`config.mk`:
```
export PLATFORM = sky130hd
export DESIGN_NAME = clear_ram
export DESIGN_NICKNAME = d
export VERILOG_FILES = /design/src/rtl/clear_ram.sv
export SDC_FILE = /design/constraint.sdc
export NUM_CORES = 1
export LEC_CHECK = 0
export ABC_AREA = 0
export CAP_MARGIN = 30
export CORE_MARGIN = 3
export CORE_UTILIZATION = 45
export DETAILED_ROUTE_END_ITERATION = 10
export GPL_ROUTABILITY_DRIVEN = 0
export GPL_TIMING_DRIVEN = 1
export PLACE_DENSITY = 0.74
export SLEW_MARGIN = 40
export SYNTH_ARGS = -nofsm -noshare
export SYNTH_HDL_FRONTEND = slang
export SYNTH_SLANG_ARGS = --single-unit
```
`constraint.sdc`:
```
create_clock -name clk -period 2.9 [get_ports clk]
set_clock_uncertainty 0.15 [all_clocks]
set_input_delay 0.58 -clock clk [delete_from_list [all_inputs] [get_ports clk]]
set_output_delay 0.58 -clock clk [all_outputs]
set_load 0.01 [all_outputs]
```
`src/rtl/clear_ram.sv`:
```
// clear_ram: single-port RAM with per-lane write enables, read-valid strobe and a clear engine.
// Optional macro CLEAR_RAM_WRITE_FIRST_EN selects write-first per-lane bypass on same-address collisions.
`timescale 1ns/1ps
`default_nettype none

module clear_ram #(
   parameter int              SIZE        = 16,
   parameter int              DEPTH       = 64,
   parameter int              LANES       = 2,
   parameter logic [SIZE-1:0] CLEAR_VALUE = '0
) (
   input  logic                     clk,
   input  logic                     rst,
   input  logic [$clog2(DEPTH)-1:0] address,
   input  logic [SIZE-1:0]          write_data,
   input  logic [LANES-1:0]         write_en,
   input  logic                     read_en,
   input  logic                     clear,
   output logic [SIZE-1:0]          read_data,
   output logic                     read_valid,
   output logic                     busy
);

   localparam int              AW      = $clog2(DEPTH);
   localparam int              LW      = SIZE / LANES;
   localparam logic [AW-1:0]   LAST    = AW'(DEPTH - 1);
   localparam logic [AW:0]     DEPTH_W = (AW + 1)'(DEPTH);

   typedef enum logic {
      CLEAR = 1'b0,
      READY = 1'b1
   } state_t;

   state_t          state;
   logic [AW-1:0]   counter;
   logic [SIZE-1:0] ram [0:DEPTH-1];
   logic            in_range;
   logic            do_write;
   logic [SIZE-1:0] read_word;

   assign busy     = (state == CLEAR);
   assign in_range = ({1'b0, address} < DEPTH_W);
   assign do_write = (state == READY) && !clear && (|write_en) && in_range;

   // Array has no reset so it can map onto block RAM; the clear engine is its only writer while busy.
   always_ff @(posedge clk) begin
      if (state == CLEAR) begin
         ram[counter] <= CLEAR_VALUE;
      end else if (do_write) begin
         for (int i = 0; i < LANES; i++) begin
            if (write_en[i]) begin
               ram[address][i*LW +: LW] <= write_data[i*LW +: LW];
            end
         end
      end
   end

   always_comb begin
      read_word = CLEAR_VALUE;
      if (in_range) begin
         read_word = ram[address];
`ifdef CLEAR_RAM_WRITE_FIRST_EN
         for (int i = 0; i < LANES; i++) begin
            if (write_en[i]) begin
               read_word[i*LW +: LW] = write_data[i*LW +: LW];
            end
         end
`endif
      end
   end

   always_ff @(posedge clk or posedge rst) begin
      if (rst) begin
         state      <= CLEAR;
         counter    <= '0;
         read_data  <= '0;
         read_valid <= 1'b0;
      end else begin
         read_valid <= 1'b0;
         case (state)
            CLEAR: begin
               counter <= counter + 1'b1;
               if (counter == LAST) begin
                  state   <= READY;
                  counter <= '0;
               end
            end
            READY: begin
               // A clear request wins over any read or write in the same cycle.
               if (clear) begin
                  state   <= CLEAR;
                  counter <= '0;
               end else if (read_en) begin
                  read_data  <= read_word;
                  read_valid <= 1'b1;
               end
            end
            default: begin
               state   <= CLEAR;
               counter <= '0;
            end
         endcase
      end
   end

endmodule

`default_nettype wire

```
==> After elaboration in Yosys (flattened, before gate mapping) <==
Memory sizes are Yosys's and may differ from the RTL's. A register that Yosys moved wholly into a read port is not among the register bits.
Cells that the tools add are included.
{ "classes": {"shift": 0, "bitwise": 2, "order_cmp": 0, "n_addsub": 1, "eq_ne": 2, "n_mux": 21, "mul": 0, "div_mod_pow": 0, "reduce_logical": 6} }
{ "op_table": {"columns": ["operator", "n"], "rows": [
  ["6-bit 2-to-1 mux", 3],
  ["16-bit 2-to-1 mux", 1],
  ["16-bit OR reduction", 1],
  ["1-bit 2-to-1 mux", 14],
  ["6-bit one-hot mux with 2 select lines", 1],
  ["6-bit by 1-bit adder with 6-bit output, second input constant", 1],
  ["6-bit == test, second input constant", 1],
  ["3-bit AND reduction", 1],
  ["1-bit logical AND", 2],
  ["2-bit 2-to-1 mux", 1],
  ["2-bit != test, second input constant", 1],
  ["1-bit inverter", 2],
  ["1-bit one-hot mux with 2 select lines", 1],
  ["2-bit OR reduction", 1],
  ["1-bit logical NOT", 1]
]} }
{ "totals": {"in_bits": 28, "memories": 1, "romBits": 0, "latchBits": 0, "reg_bits": 8, "ram_bits": 1024, "word_cells": 36, "output_inout_bits": 18} }
{ "memory_table": {"columns": ["name", "words", "word_bits", "read_ports", "rd_clocked_by_memory_dff", "wr", "line", "source"], "rows": [
  ["ram", 64, 16, 1, 1, 1, "36", "logic [SIZE-1:0] ram [0:DEPTH-1];"]
]} }

==> Logic depth before layout (Yosys ltp) <==
Gate-level depths: netlist of the first run.
{ "depth": {"depth_word": 8, "ltp_mapped": 10} }

==> Least setup slack after synthesis of the first run <==
No wires, ideal clock.
{ "synth_timing": {"path_type": "input to register", "from": "input port clear", "to": "memory ram[48][0], enable pin", "n_path_buf": 2, "slack_ns": -0.037, "t_required_ns": 2.380, "setup_time_ns": 0.370, "stages": 7, "arrival_time_ns": 2.416, "cell_sequence": "nor2b_1 > a21boi_1 > buf_2 > mux2_2 > or3_1 > clkbuf_1 > nor2_1"} }
{ "synth_via": {"elab_chain_len": 8} }
{ "synth_rtl": {"columns": ["element", "line", "source"], "rows": [
  ["start: declaration", "18", "input logic clear,"],
  ["1-bit logical NOT (*)", "43", "assign do_write = (state == READY) && !clear && (|write_en) && in_range;"],
  ["1-bit logical AND (*) (2 in a row)", "43", null],
  ["1-bit 2-to-1 mux", "49", "end else if (do_write) begin"],
  ["1-bit 2-to-1 mux", "47", "if (state == CLEAR) begin"],
  ["1-bit 2-to-1 mux (not written as such)", "52", "ram[address][i*LW +: LW] <= write_data[i*LW +: LW];"],
  ["16-bit OR reduction (no line)", null, null],
  ["6-bit 2-to-1 mux (no line) / 2-bit 2-to-1 mux (equally long branches)", null, null],
  ["end: declaration", "36", null]
]} }
Every way passes the cells marked *; elsewhere a longest branch is shown, timed or not.

==> Worst setup path after layout of the first run <==
{ "layout_timing": {"from": "input port clear", "to": "memory ram[32][8], enable pin"} }
Same word-level chain as after synthesis.

==> flow_summary.toml, run 1 <==
[run_status]
status = "finished clean"

[critical_path]
start_kind = "primary input"
endpoint_kind = "flop"
cp_slowest_cell = "clkdlybuf4s50_1"
r2r_setup_slack_ns = 0.09
slowest_delay_ns = 0.43
crit_fanout = 22
critical_path_buf_inv_count = 5
setup.worst_path.class = "in -> reg"
cp.required_ns = 3.11
timing.critical_path.mode_cell = "buf_4"
worstPathArrival_ns = 3.03
worstPathCellList = "clkdlybuf4s50_1 > nor2b_1 > a21boi_4 > buf_6 > mux2i_2 > nand2_1 > buf_4 > buf_4 > nor2_1 > buf_4"
path_delay_family = "buffers and inverters"

[floorplan]
std_cell_rows = 110
top_level_ports = 46
core-area_um2 = 90100
initial_core_util_pct = 45.5
die_w_um = 308
die-area_um2 = 94800
die_h_um = 308

[logic_synthesis]
synth.avg_cell_area_um2 = 19.3
yosysSeqAreaShare_pct = 76.4
yosysWarningCount = 0
ys_ff_latch = 1048
synth.distinct_cells = 42
synthCells = 2125
syn_nets = 2154
syn_area_um2 = 41000

[power_and_ir_drop]
ir_drop_uv = 675
p_leak_nw = 16.5
pwr-share-clk_pct = 37.2
comb_power_share_pct = 12.0
seq_power_share_pct = 50.8
p_per_area_nw_per_um2 = 713
p_int_w = 0.0267
swShare_pct = 23.6
p_switching_w = 0.00826

[cts]
clock_path_buffers = 3
clockRootBuffer = "clkbuf_16"
postCtsSetupRepairBufs = 0
htree_levels = 3
clock_latency_ns = 0.65
clkTransAtPathRegs_ns = 0.06
cts.sink_count = 1048
cts_buffers = 96
cts_tree = "done"

[drt]
drt_iter0_markers = 2933
drc_errors = 0
first_pass_iters = 5
routed_via_density = 6.04
drt_wl_total_um = 103000
num_vias = 22481
drtAntennaViolNets = 0
wl_per_cell_um = 27.6

[place]
io_buffers = 45
dpl_cell_area_um2 = 45600
dp_cells = 3539
hpwlAfterDp_um = 67900

[grt]
grt_pass1_vias = 22722
grt_pass1_wl_um = 152000
antenna_found_initial = 3
grt_overflow = 0
grt_start_max_net_pins = 65
gr-usage-all-layers_pct = 21.7

[sta]
slew_violations = 0
fin_crit_sh_pct = 97.1
slew_headroom_pct = 45.3
fmax_mhz = 355
finalHoldViolCount = 0
worst_pin_slew_ns = 0.820
min_period_ns = 2.82
setup_viol = 0
rsz0062_at_grt = "yes"

[cells_and_area]
synthToLayoutAreaGrowth_pct = 19.4
fillCellCount = 6612
stdcell_area_um2 = 49000
finalNonFillerCells = 3721
nNetsFinal = 2490
drive_gt1_share_pct = 28.1

[hold_path]
hp-class = "in -> async"

[flow_run]
drv_cap = 0
logic make-up (layout without fill, tap and decap cells):
group,count (synthesis),in the layout,share of synthesized area (%)
flip-flops,1048,1048,76.4
adder cells (fa/ha/maj),1,1,0.0305
AO/OA/AOI/OAI,211,211,3.61
buffers and inverters,132,549,1.79
AND/OR/NAND/NOR,321,321,3.58
other,0,3,0
multiplexers,411,411,14.5
XOR/XNOR,1,1,0.0214
synthesized netlist by cell type (all sizes together):
cell	number	share of area, %
buf	75	1.3
o2bb2ai	1	0.021
nor3b	1	0.031
a21boi	2	0.037
nand4	16	0.24
nand2	49	0.45
nand3	62	0.76
nor2	135	1.2
or3b	1	0.021
and3	2	0.031
a221o	16	0.39
ha	1	0.031
or3	4	0.061
mux2	36	0.99
clkbuf	52	0.48
mux2i	231	5.6
o22ai	32	0.49
a21oi	32	0.39
nor3	16	0.20
a31oi	3	0.046
xnor2	1	0.021
o211ai	16	0.29
a31o	2	0.043
o21ai	9	0.11
nor2b	5	0.076
or2	1	0.015
and4b	1	0.024
mux4	144	7.9
and2	18	0.27
edfxtp	1024	75
o31ai	2	0.037
nor4bb	1	0.024
inv	5	0.046
nand2b	8	0.12
a22oi	96	1.8
dfrtp	24	1.5
and3b	1	0.021
registers in the layout, summed over array words and instances (netlist names):
| signal | flops |
|---|---|
| counter | 6 |
| ram | 1024 |
| state | 1 |
| read_valid | 1 |
| read_data | 16 |
final timing paths:
path                                     from             to  depth (start not counted)
max in group asynchronous                 rst   read_data[6]                          3
min in group clk                read_data[12]  read_data[12]                          1
worst min register to register  read_data[12]  read_data[12]                          1
worst max-delay path                    clear     ram[32][8]                         10
worst max register to register          state     ram[32][8]                          9
worst min-delay path                      rst  read_data[10]                          3
power by group through the flow:
| stage | Clock, W | Combinational, W | Sequential [W] |
|---|---|---|---|
| 3_5_place_dp | 0 | 0.00405 | 0.0180 |
| 3_3_place_gp | 0 | 0.00398 | 0.0180 |
| 5_1_grt | 0.0138 | 0.00439 | 0.0178 |
| 6_report | 0.0130 | 0.00420 | 0.0178 |
| 2_1_floorplan | 0 | 0.00187 | 0.0179 |
| 4_1_cts | 0.0131 | 0.00413 | 0.0177 |
cell usage in the layout (no fill, tap or decap), types with 4 or more instances in the layout:
cell type        Yosys  layout
edfxtp_1          1024    1024
buf_4               20     247
mux2i_1            231     230
mux4_2             144     144
nor2_1             135      99
a22oi_1             96      96
clkbuf_16            0      96
buf_12               0      73
nand3_1             62      62
nand2_1             49      49
clkdlybuf4s50_1      0      42
mux2_2              36      36
a21oi_1             32      32
o22ai_1             32      32
nor2_2               0      28
dfrtp_1             24      24
clkinv_2             0      23
nand4_1             16      16
o211ai_1            16      16
nor3_1              16      16
a221o_1             16      16
and2_2               0      16
bufinv_16            0      16
clkinv_1             0      15
clkbuf_1            52      15
o21ai_0              9       9
nor2_4               0       8
nand2b_1             8       8
inv_1                5       5
or3_1                4       4
inv_6                0       4
clkinvlp_4           0       4
metrics by stage:
stage	total power (W)	TNS, ns	hold slack, ns	worst slack, ns	utilization [%]
final	0.0350	0	0.209	0.0840	54.3
after global routing	0.0360	-0.547	0.221	-0.0278	54.3
after CTS	0.0350	-1.70	0.187	-0.0444	54.3
after detailed placement	0.0221	-529.91	0.396	-0.745	50.6
after global placement	0.0220	-487.52	0.385	-0.714	50.6
after floorplan	0.0198	-3.36	0.343	-0.0365	-
worst register-to-register path: stages (launching register included):
cell and delay (ns):
dfrtp_1 0.35, nor2b_1 0.20, a21boi_4 0.29, buf_6 0.25
mux2i_2 0.33, nand2_1 0.19, buf_4 0.22, buf_4 0.19
nor2_1 0.16, buf_4 0.19
timing repair:
item	in CTS	in global routing
pin swaps	0	0
setup endpoints to repair	246	679
resized for setup	24	19
cloned	0	0
hold buffers	0	0
layout make-up:
class                           instances  area (um^2)  share of cell area [%]
Clock buffer                          113         2490                    5.07
Sequential cell                      1048        31400                    64.0
Inverter                                5         18.8                  0.0383
Clock inverter                         66          759                    1.55
Tap cell                             1176         1470                    3.00
Antenna cell                            3         7.51                  0.0153
Multi-Input combinational cell        945         9130                    18.6
Timing Repair Buffer                  365         3770                    7.70
metal layers:
| metal | wire [um] | GRT usage, % |
|---|---|---|
| met1 | 38800 | 29.5 |
| met2 | 49200 | 34.6 |
| met3 | 10400 | 4.21 |
| met4 | 4120 | 8.93 |
| met5 | 0 | 0 |
Note: power is estimated with default switching activity, not from simulation.
==> inputs of run 2 (changes only) <==
--- a/config.mk
+++ b/config.mk
@@ -9,6 +9,7 @@
 export CAP_MARGIN = 30
 export CORE_MARGIN = 3
 export CORE_UTILIZATION = 45
+export CTS_CLUSTER_DIAMETER = 60
 export DETAILED_ROUTE_END_ITERATION = 10
 export GPL_ROUTABILITY_DRIVEN = 0
 export GPL_TIMING_DRIVEN = 1
==> flow_summary.toml, run 2 (synthesized netlist as in run 1, its figures left out) <==
[critical_path]
worstPathArrival_ns = 2.97
crit_fanout = 8
cp.required_ns = 3.05
start_kind = "flop"
setup.worst_path.class = "reg -> reg"
endpoint_kind = "flop"

[cells_and_area]
layout_commonest_cell = "edfxtp_1"
layout_common_cells = "edfxtp_1 (1024), buf_4 (247), mux2i_1 (230), mux4_2 (144), nor2_1 (99)"
drive_gt1_share_pct = 28.1
largest_reg_flops = 1024
synthToLayoutAreaGrowth_pct = 19.4
top_register = "ram"
final_util_pct = 54.3
fillCellCount = 6612
stdcell_area_um2 = 49000
nNetsFinal = 2490
reg_top3 = "ram x1024, read_data x16, counter x6"

[sta]
slew_violations = 0
hold_slack_ns = 0.215
slew_headroom_pct = 46.9
fin_crit_sh_pct = 97.5
rsz0062_at_grt = "yes"
worst_pin_slew_ns = 0.796
fmax_mhz = 354
setup_slack_ns = 0.0720
setup_viol = 0
min_period_ns = 2.83
finalHoldViolCount = 0

[cts]
clock_path_buffers = 3
cts_buffers = 96
cts.sink_count = 1048
hold_buffers = 0
cts_tree = "done"
clock_latency_ns = 0.65
htree_levels = 3
clockRootBuffer = "clkbuf_16"
postCtsSetupRepairBufs = 0
clkTransAtPathRegs_ns = 0.07

[drt]
routed_via_density = 6.02
drt_iter0_markers = 2950
drt_wl_total_um = 102000
num_vias = 22378
first_pass_iters = 5
wl_per_cell_um = 27.6
drc_errors = 0
drtAntennaViolNets = 0

[power_and_ir_drop]
p_leak_nw = 16.5
ir_drop_uv = 677
p_per_area_nw_per_um2 = 713

[hold_path]
hp-class = "in -> async"

[grt]
grt_pass1_wl_um = 152000
antenna_found_initial = 4
top_usage_layer = "met2"
grt_pass1_vias = 22753
gr-usage-all-layers_pct = 21.7
grtUsageMet2_pct = 34.6
gr-usage-met3_pct = 4.45
grt_start_max_net_pins = 65
met1_usage_pct = 29.3
grt_overflow = 0

[flow_run]
drv_cap = 0

[floorplan]
initial_core_util_pct = 45.5
std_cell_rows = 110
die_h_um = 308
core-area_um2 = 90100
die_w_um = 308
top_level_ports = 46
die-area_um2 = 94800

[place]
hpwlAfterDp_um = 67900
pre_cts_slack_ns = -0.745
io_buffers = 45
dpl_cell_area_um2 = 45600

[run_status]
status = "finished clean"
## run 2: cell count changes in the layout (fill, tap and decap cells not counted), sizes merged
cell	before	now
diode	3	2
clkinvlp	4	3
inv	9	10
clkinv	42	41
## run 2: report_power, final
group	switching (W)	internal, W
Combinational	0.00248	0.00172
Clock	0.00540	0.00758
Sequential	0.000366	0.0174
Total	0.00825	0.0267
## run 2: path summary, 6_finish.rpt
kind	endpoint	depth (start not counted)	slack (ns)	startpoint
max	ram[61][8]	8	0.07	state
min	read_data[10]	3	0.22	rst
max reg2reg	ram[61][8]	8	0.07	state
min reg2reg	read_data[12]	1	0.45	read_data[12]
max in group asynchronous	read_data[6]	3	2.09	rst
min in group clk	read_data[12]	1	0.45	read_data[12]
## run 2: repair_timing
| action | 4_1_cts | 5_1_grt |
|---|---|---|
| gates resized for setup | 24 | 19 |
| endpoints found under the setup margin | 241 | 679 |
| pin swaps | 0 | 0 |
## run 2: layout make-up
cell class              count  area (um^2)  share of cell area, %
inverters                   5         18.8                 0.0383
well taps                1176         1470                   3.00
clock buffers             113         2490                   5.08
diodes                      2         5.00                 0.0102
flip-flops and latches   1048        31400                   64.0
clock inverters            65          756                   1.54
multi-input cells         945         9130                   18.6
repair buffers            365         3770                   7.70
## run 2: routing by layer
metal  routed length (um)  vias to the layer above
li1                     -                     9326
met1                39100                    11430
met2                49300                     1403
met3                 9930                      217
met4                 4180                        2
met5                   12                        -
## run 2: through the flow
stage	TNS, ns	instances	power, W
4_1_cts	-1.68	3717	0.0350
3_5_place_dp	-529.91	3539	0.0221
6_report	0	3719	0.0349
3_3_place_gp	-487.52	3539	0.0220
2_1_floorplan	-3.36	2125	0.0198
5_1_grt	-0.548	3717	0.0360
## run 2: critical path, stage by stage (launching register included)
cell	delay [ns]
dfrtp_1	0.36
nor2b_1	0.21
a21boi_4	0.30
buf_4	0.18
mux2i_1	0.09
buf_4	0.18
or3_1	0.40
buf_4	0.23
nor2_2	0.36
==> inputs of run 3 (changes only) <==
==> constraint.sdc (replaced) <==
create_clock -name clk -period 2.9 [get_ports clk]
set_clock_uncertainty 0.15 [all_clocks]
set_input_delay 0.435 -clock clk [delete_from_list [all_inputs] [get_ports clk]]
set_output_delay 0.435 -clock clk [all_outputs]
set_load 0.01 [all_outputs]
==> flow_summary.toml, run 3 (synthesized netlist as in run 1, its figures left out) <==
[run_status]
status = "finished clean"

[floorplan]
core-area_um2 = 90100
die_h_um = 308
initial_core_util_pct = 45.5
die_w_um = 308
die-area_um2 = 94800
top_level_ports = 46
std_cell_rows = 110

[drt]
wl_per_cell_um = 26.6
drt_wl_total_um = 99100
drc_errors = 0
routed_via_density = 5.93
drtAntennaViolNets = 0
first_pass_iters = 8
drt_iter0_markers = 2484
num_vias = 22080

[power_and_ir_drop]
p_leak_nw = 16.6
seq_power_share_pct = 51.3
p_int_w = 0.0264
swShare_pct = 23.5
power_w = 0.0345
p_per_area_nw_per_um2 = 704
p_switching_w = 0.00813
ir_drop_uv = 601
comb_power_share_pct = 12.1
pwr-share-clk_pct = 36.6

[sta]
finalHoldViolCount = 0
slew_violations = 0
min_period_ns = 2.90
slew_headroom_pct = 45.7
fmax_mhz = 345
worst_pin_slew_ns = 0.811
fin_crit_sh_pct = 100
setup_viol = 0
rsz0062_at_grt = "yes"

[cts]
htree_levels = 3
clkTransAtPathRegs_ns = 0.07
cts_tree = "done"
clock_path_buffers = 3
clockRootBuffer = "clkbuf_16"
hold_buffers = 0
postCtsSetupRepairBufs = 0
cts.sink_count = 1048
cts_buffers = 95
clock_latency_ns = 0.66

[cells_and_area]
fillCellCount = 6578
largest_reg_flops = 1024
nNetsFinal = 2497
stdcell_area_um2 = 49100
layout_common_cells = "edfxtp_1 (1024), buf_4 (241), mux2i_1 (231), mux4_2 (144), nor2_1 (102)"
final_util_pct = 54.5
layout_commonest_cell = "edfxtp_1"
synthToLayoutAreaGrowth_pct = 19.7
reg_top3 = "ram x1024, read_data x16, counter x6"
top_register = "ram"
drive_gt1_share_pct = 28.0

[grt]
grt_pass1_wl_um = 147000
grt_pass1_vias = 22340
antenna_found_initial = 2
grt_overflow = 0
grt_start_max_net_pins = 61
gr-usage-all-layers_pct = 20.9

[critical_path]
cp.required_ns = 3.09
setup.worst_path.class = "in -> reg"
worstPathArrival_ns = 3.09
start_kind = "primary input"
crit_fanout = 8
endpoint_kind = "flop"

[place]
hpwlAfterDp_um = 66200
io_buffers = 45
dpl_cell_area_um2 = 45800

[hold_path]
hp-class = "in -> async"

[flow_run]
drv_cap = 0
[run 3: changes by cell type in the layout (fill, tap and decap cells not counted), sizes merged]
cell,change
clkinvlp,+3
bufinv,-3
clkbuf,-2
clkinv,-3
diode,-1
inv,+1
buf,+8
[run 3: path summary, 6_finish.rpt]
kind	startpoint	endpoint	slack, ns	cells past startpoint
min	rst	read_data[15]	0.08	3
max reg2reg	state	ram[34][8]	0.08	10
min in group clk	read_data[3]	read_data[3]	0.38	1
min reg2reg	read_data[3]	read_data[3]	0.38	1
max	clear	ram[34][8]	0.0004	11
max in group asynchronous	rst	counter[3]	2.18	3
[run 3: power by group through the flow]
stage	Clock (W)	Combinational [W]	Sequential (W)
3_3_place_gp	0	0.00401	0.0180
3_5_place_dp	0	0.00409	0.0180
5_1_grt	0.0134	0.00440	0.0178
4_1_cts	0.0128	0.00414	0.0177
6_report	0.0126	0.00418	0.0177
2_1_floorplan	0	0.00187	0.0179
[run 3: what timing repair did]
action,4_1_cts,5_1_grt
pin swaps,0,0
hold endpoints to repair,0,0
endpoints found under the setup margin,208,194
resized for setup,18,18
[run 3: metrics by stage]
stage | hold WS, ns | TNS (ns) | std cells | setup slack, ns
finish | 0.0834 | 0 | 3722 | 0.000379
global route | 0.102 | -2.28 | 3721 | -0.0705
CTS | 0.0577 | -0.651 | 3721 | -0.0400
detailed placement | 0.358 | -507.86 | 3547 | -0.803
global placement | 0.361 | -493.21 | 3547 | -0.753
floorplan | 0.300 | 0 | 2125 | 0.108
[run 3: per-layer routing]
layer  part of all wire (%)  GRT usage, %  wire length [um]
met1                     38          28.3             38100
met4                    3.2          7.18              3210
met2                     49          34.3             48800
met3                    9.1          4.22              9040
met5                  0.022             0                22
[run 3: critical path, cell delays in order]
cell,delay (ns)
clkdlybuf4s50_1,0.59
nor2b_2,0.21
a21boi_4,0.29
buf_4,0.23
mux2i_1,0.22
buf_4,0.15
nand2_1,0.18
buf_4,0.25
buf_4,0.15
nor2_1,0.17
buf_4,0.21
[run 3: area by class of cell]
type	instances	area, um^2	share of cell area (%)
tap	1176	1470	3.00
antenna	1	2.50	0.00510
clock buffer	111	2470	5.03
multi-input combinational	945	9100	18.5
clock inverter	63	671	1.37
timing repair buffer	373	4020	8.18
sequential	1048	31400	63.9
inverter	5	18.8	0.0382
==> patch: new RTL, config.mk and constraints of run 2 <==
The parameter `LANES` goes from 2 to 4.
--- a/src/rtl/clear_ram.sv
+++ b/src/rtl/clear_ram.sv
@@ -7,5 +7,5 @@
    parameter int              SIZE        = 16,
    parameter int              DEPTH       = 64,
-   parameter int              LANES       = 2,
+   parameter int              LANES       = 4,
    parameter logic [SIZE-1:0] CLEAR_VALUE = '0
 ) (
Ports: changed (resized write_en); port bits go from 46 to 48. The function was not compared with the original's and may differ.
==> patch against run 2 <==
- first-iteration DRC count shrank 4.0%
- highest routed layer is now met4
- synthesized area grew 2.0%
- setup slack got worse by 13 ps
- routed wire length up 1.1%
- power is 1.6% higher
- sequential cell count is the same
- largest cell class unchanged
- cell area up 3.9%
==> patch: results (changes against run 2) <==
[finish]
nFillCells = 6752  ; +2.1%
diodes = 0  ; -2
drive_above_1_share = 0.359  ; +0.0788
layout.nets = 2670  ; +7.2%

[routing]
wl_per_cell_um = 26.2  ; -5.1%
viasPerCell = 5.91  ; -1.7%
dr.pass1.iters = 6  ; +1
highest_layer = met4
wl_met3_um = 11400  ; +15%
drt-met1-wl_um = 38800  ; -0.69%
drt_iter0_drc = 2833  ; -4.0%
wl_met2_um = 49100  ; -0.31%

[critical_path]
r2r_end = ram[16][0]
critPathArrivalTime_ps = 3050  ; +80 ps
cp_max_fo = 20  ; +12
timing.reg2reg.setup_slack_ps = 200  ; +130 ps
slowest_stage = clkdlybuf4s50_1
max_stage_delay_ps = 470  ; +70 ps

[pwr]
leakagePower_uw = 0.0169  ; +2.4%
p_int_uw = 27000  ; +1.1%
ir_worst_vdd_mv = 0.581  ; -14%
comb_power_share = 0.134  ; +0.014

[placed_design]
portBuffers = 47  ; +4.4%
hpwlAfterDp_um = 69900  ; +2.8%

[cts]
insertion_delay_ps = 650  ; about the same
cts_buffers = 100  ; +4.2%

[synthesis]
syn_nets = 2259  ; +4.9%
ys_seq_area_frac = 0.750  ; -0.0147
synth.area.top_cells = edfxtp_1, mux4_2, mux2_2
synthTopCellsByCount = edfxtp_1, mux4_2, nor2_1

[grt]
grt_pass1_vias = 24300  ; +6.9%
grt_util_met2 = 0.337  ; -0.00899
met1_usage = 0.272  ; -0.0214
grt_pass1_wl_um = 154000  ; +1.2%
antenna_found_initial = 2  ; -2
met3_usage = 0.0643  ; +0.0198
grtUsageTotal = 0.212  ; -0.00488

[outcome]
status = finished clean

[timing]
finalHoldViolCount = 0  ; unchanged
fin_hold_ws_ps = 198  ; -17.3 ps

[worst_hold_path]
hold_path.class = primary input to asynchronous set/reset pin

==> patch: changes by cell type after synthesis, moves of 29 or more <==
cell      before  now
or3_1          4   33
mux4_2       144  176
mux2_2        36  164
mux2i_1      231   40
o22ai_1       32   96
a22oi_1       96   48
nor3_1        16  124
nor2_1       135  167
clkbuf_1      52   84
nand3_1       62    7
==> patch: worst max-delay path, delay by kind of cell <==
| family | cells | cell delay, ps |
|---|---|---|
| AOI/OAI and AO/OA | 1 | 50 |
| buffers and inverters | 5 | 1260 |
| and+or+nand+nor | 4 | 1150 |
==> patch: final cells by class <==
| cell class | count | area (sq um) | share of cell area |
|---|---|---|---|
| inverters | 9 | 33.8 | 0.000664 |
| clock inverters | 61 | 627 | 0.0123 |
| repair buffers | 478 | 4850 | 0.0953 |
| multi-input cells | 1002 | 9830 | 0.193 |
| clock buffers | 123 | 2650 | 0.0521 |
| well taps | 1243 | 1560 | 0.0306 |
| flip-flops and latches | 1048 | 31400 | 0.616 |
==> patch: through the flow <==
| stage | utilization | std cells | setup TNS [ps] | worst slack [ps] | area, sq um |
|---|---|---|---|---|---|
| final | 0.554 | 3964 | 0 | 58.9 | 50900 |
| after global routing | 0.554 | 3964 | 0 | 4.28 | 50900 |
| after CTS | 0.553 | 3964 | 0 | 108 | 50900 |
| after detailed placement | 0.517 | 3780 | -1164790 | -941 | 47600 |
| after global placement | 0.517 | 3780 | -1110360 | -916 | 47600 |
| after floorplan | - | 2228 | 0 | 17.2 | 41800 |
==> patch: how the worst max path moves through the flow <==
| stage | startpoint | endpoint | slack [ps] | depth (start not counted) |
|---|---|---|---|---|
| finish | write_en[0] | ram[3][3] | 60 | 10 |
| global route | write_en[1] | ram[27][1] | 4 | 10 |
| CTS | write_en[1] | ram[42][0] | 110 | 8 |
| global placement | write_en[1] | ram[3][10] | -920 | 10 |
| detailed placement | write_en[1] | ram[42][3] | -940 | 8 |
| floorplan | state | ram[0][10] | 20 | 6 |
==> patch: kinds of logic (layout without fill, tap and decap cells) <==
group                    after synthesis  count (layout)  share of synthesized area
flip-flops                          1048            1048                      0.750
AND/OR/NAND/NOR                      424             424                     0.0488
multiplexers                         380             380                      0.149
AO/OA/AOI/OAI                        197             197                     0.0328
buffers and inverters                178             671                     0.0199
adder cells (fa/ha/maj)                1               1                   0.000299
==> patch: power groups by stage <==
stage          clock network (uW)  logic, uW  registers (uW)
2_1_floorplan                   0       2200           17900
3_3_place_gp                    0       4520           18000
3_5_place_dp                    0       4650           18000
4_1_cts                     13200       4700           17700
5_1_grt                     13800       4960           17800
6_report                    13000       4750           17700
==> patch: repair_timing <==
item	in CTS	in global routing
resized for setup	2	8
hold buffers	0	0
setup endpoints to repair	727	28
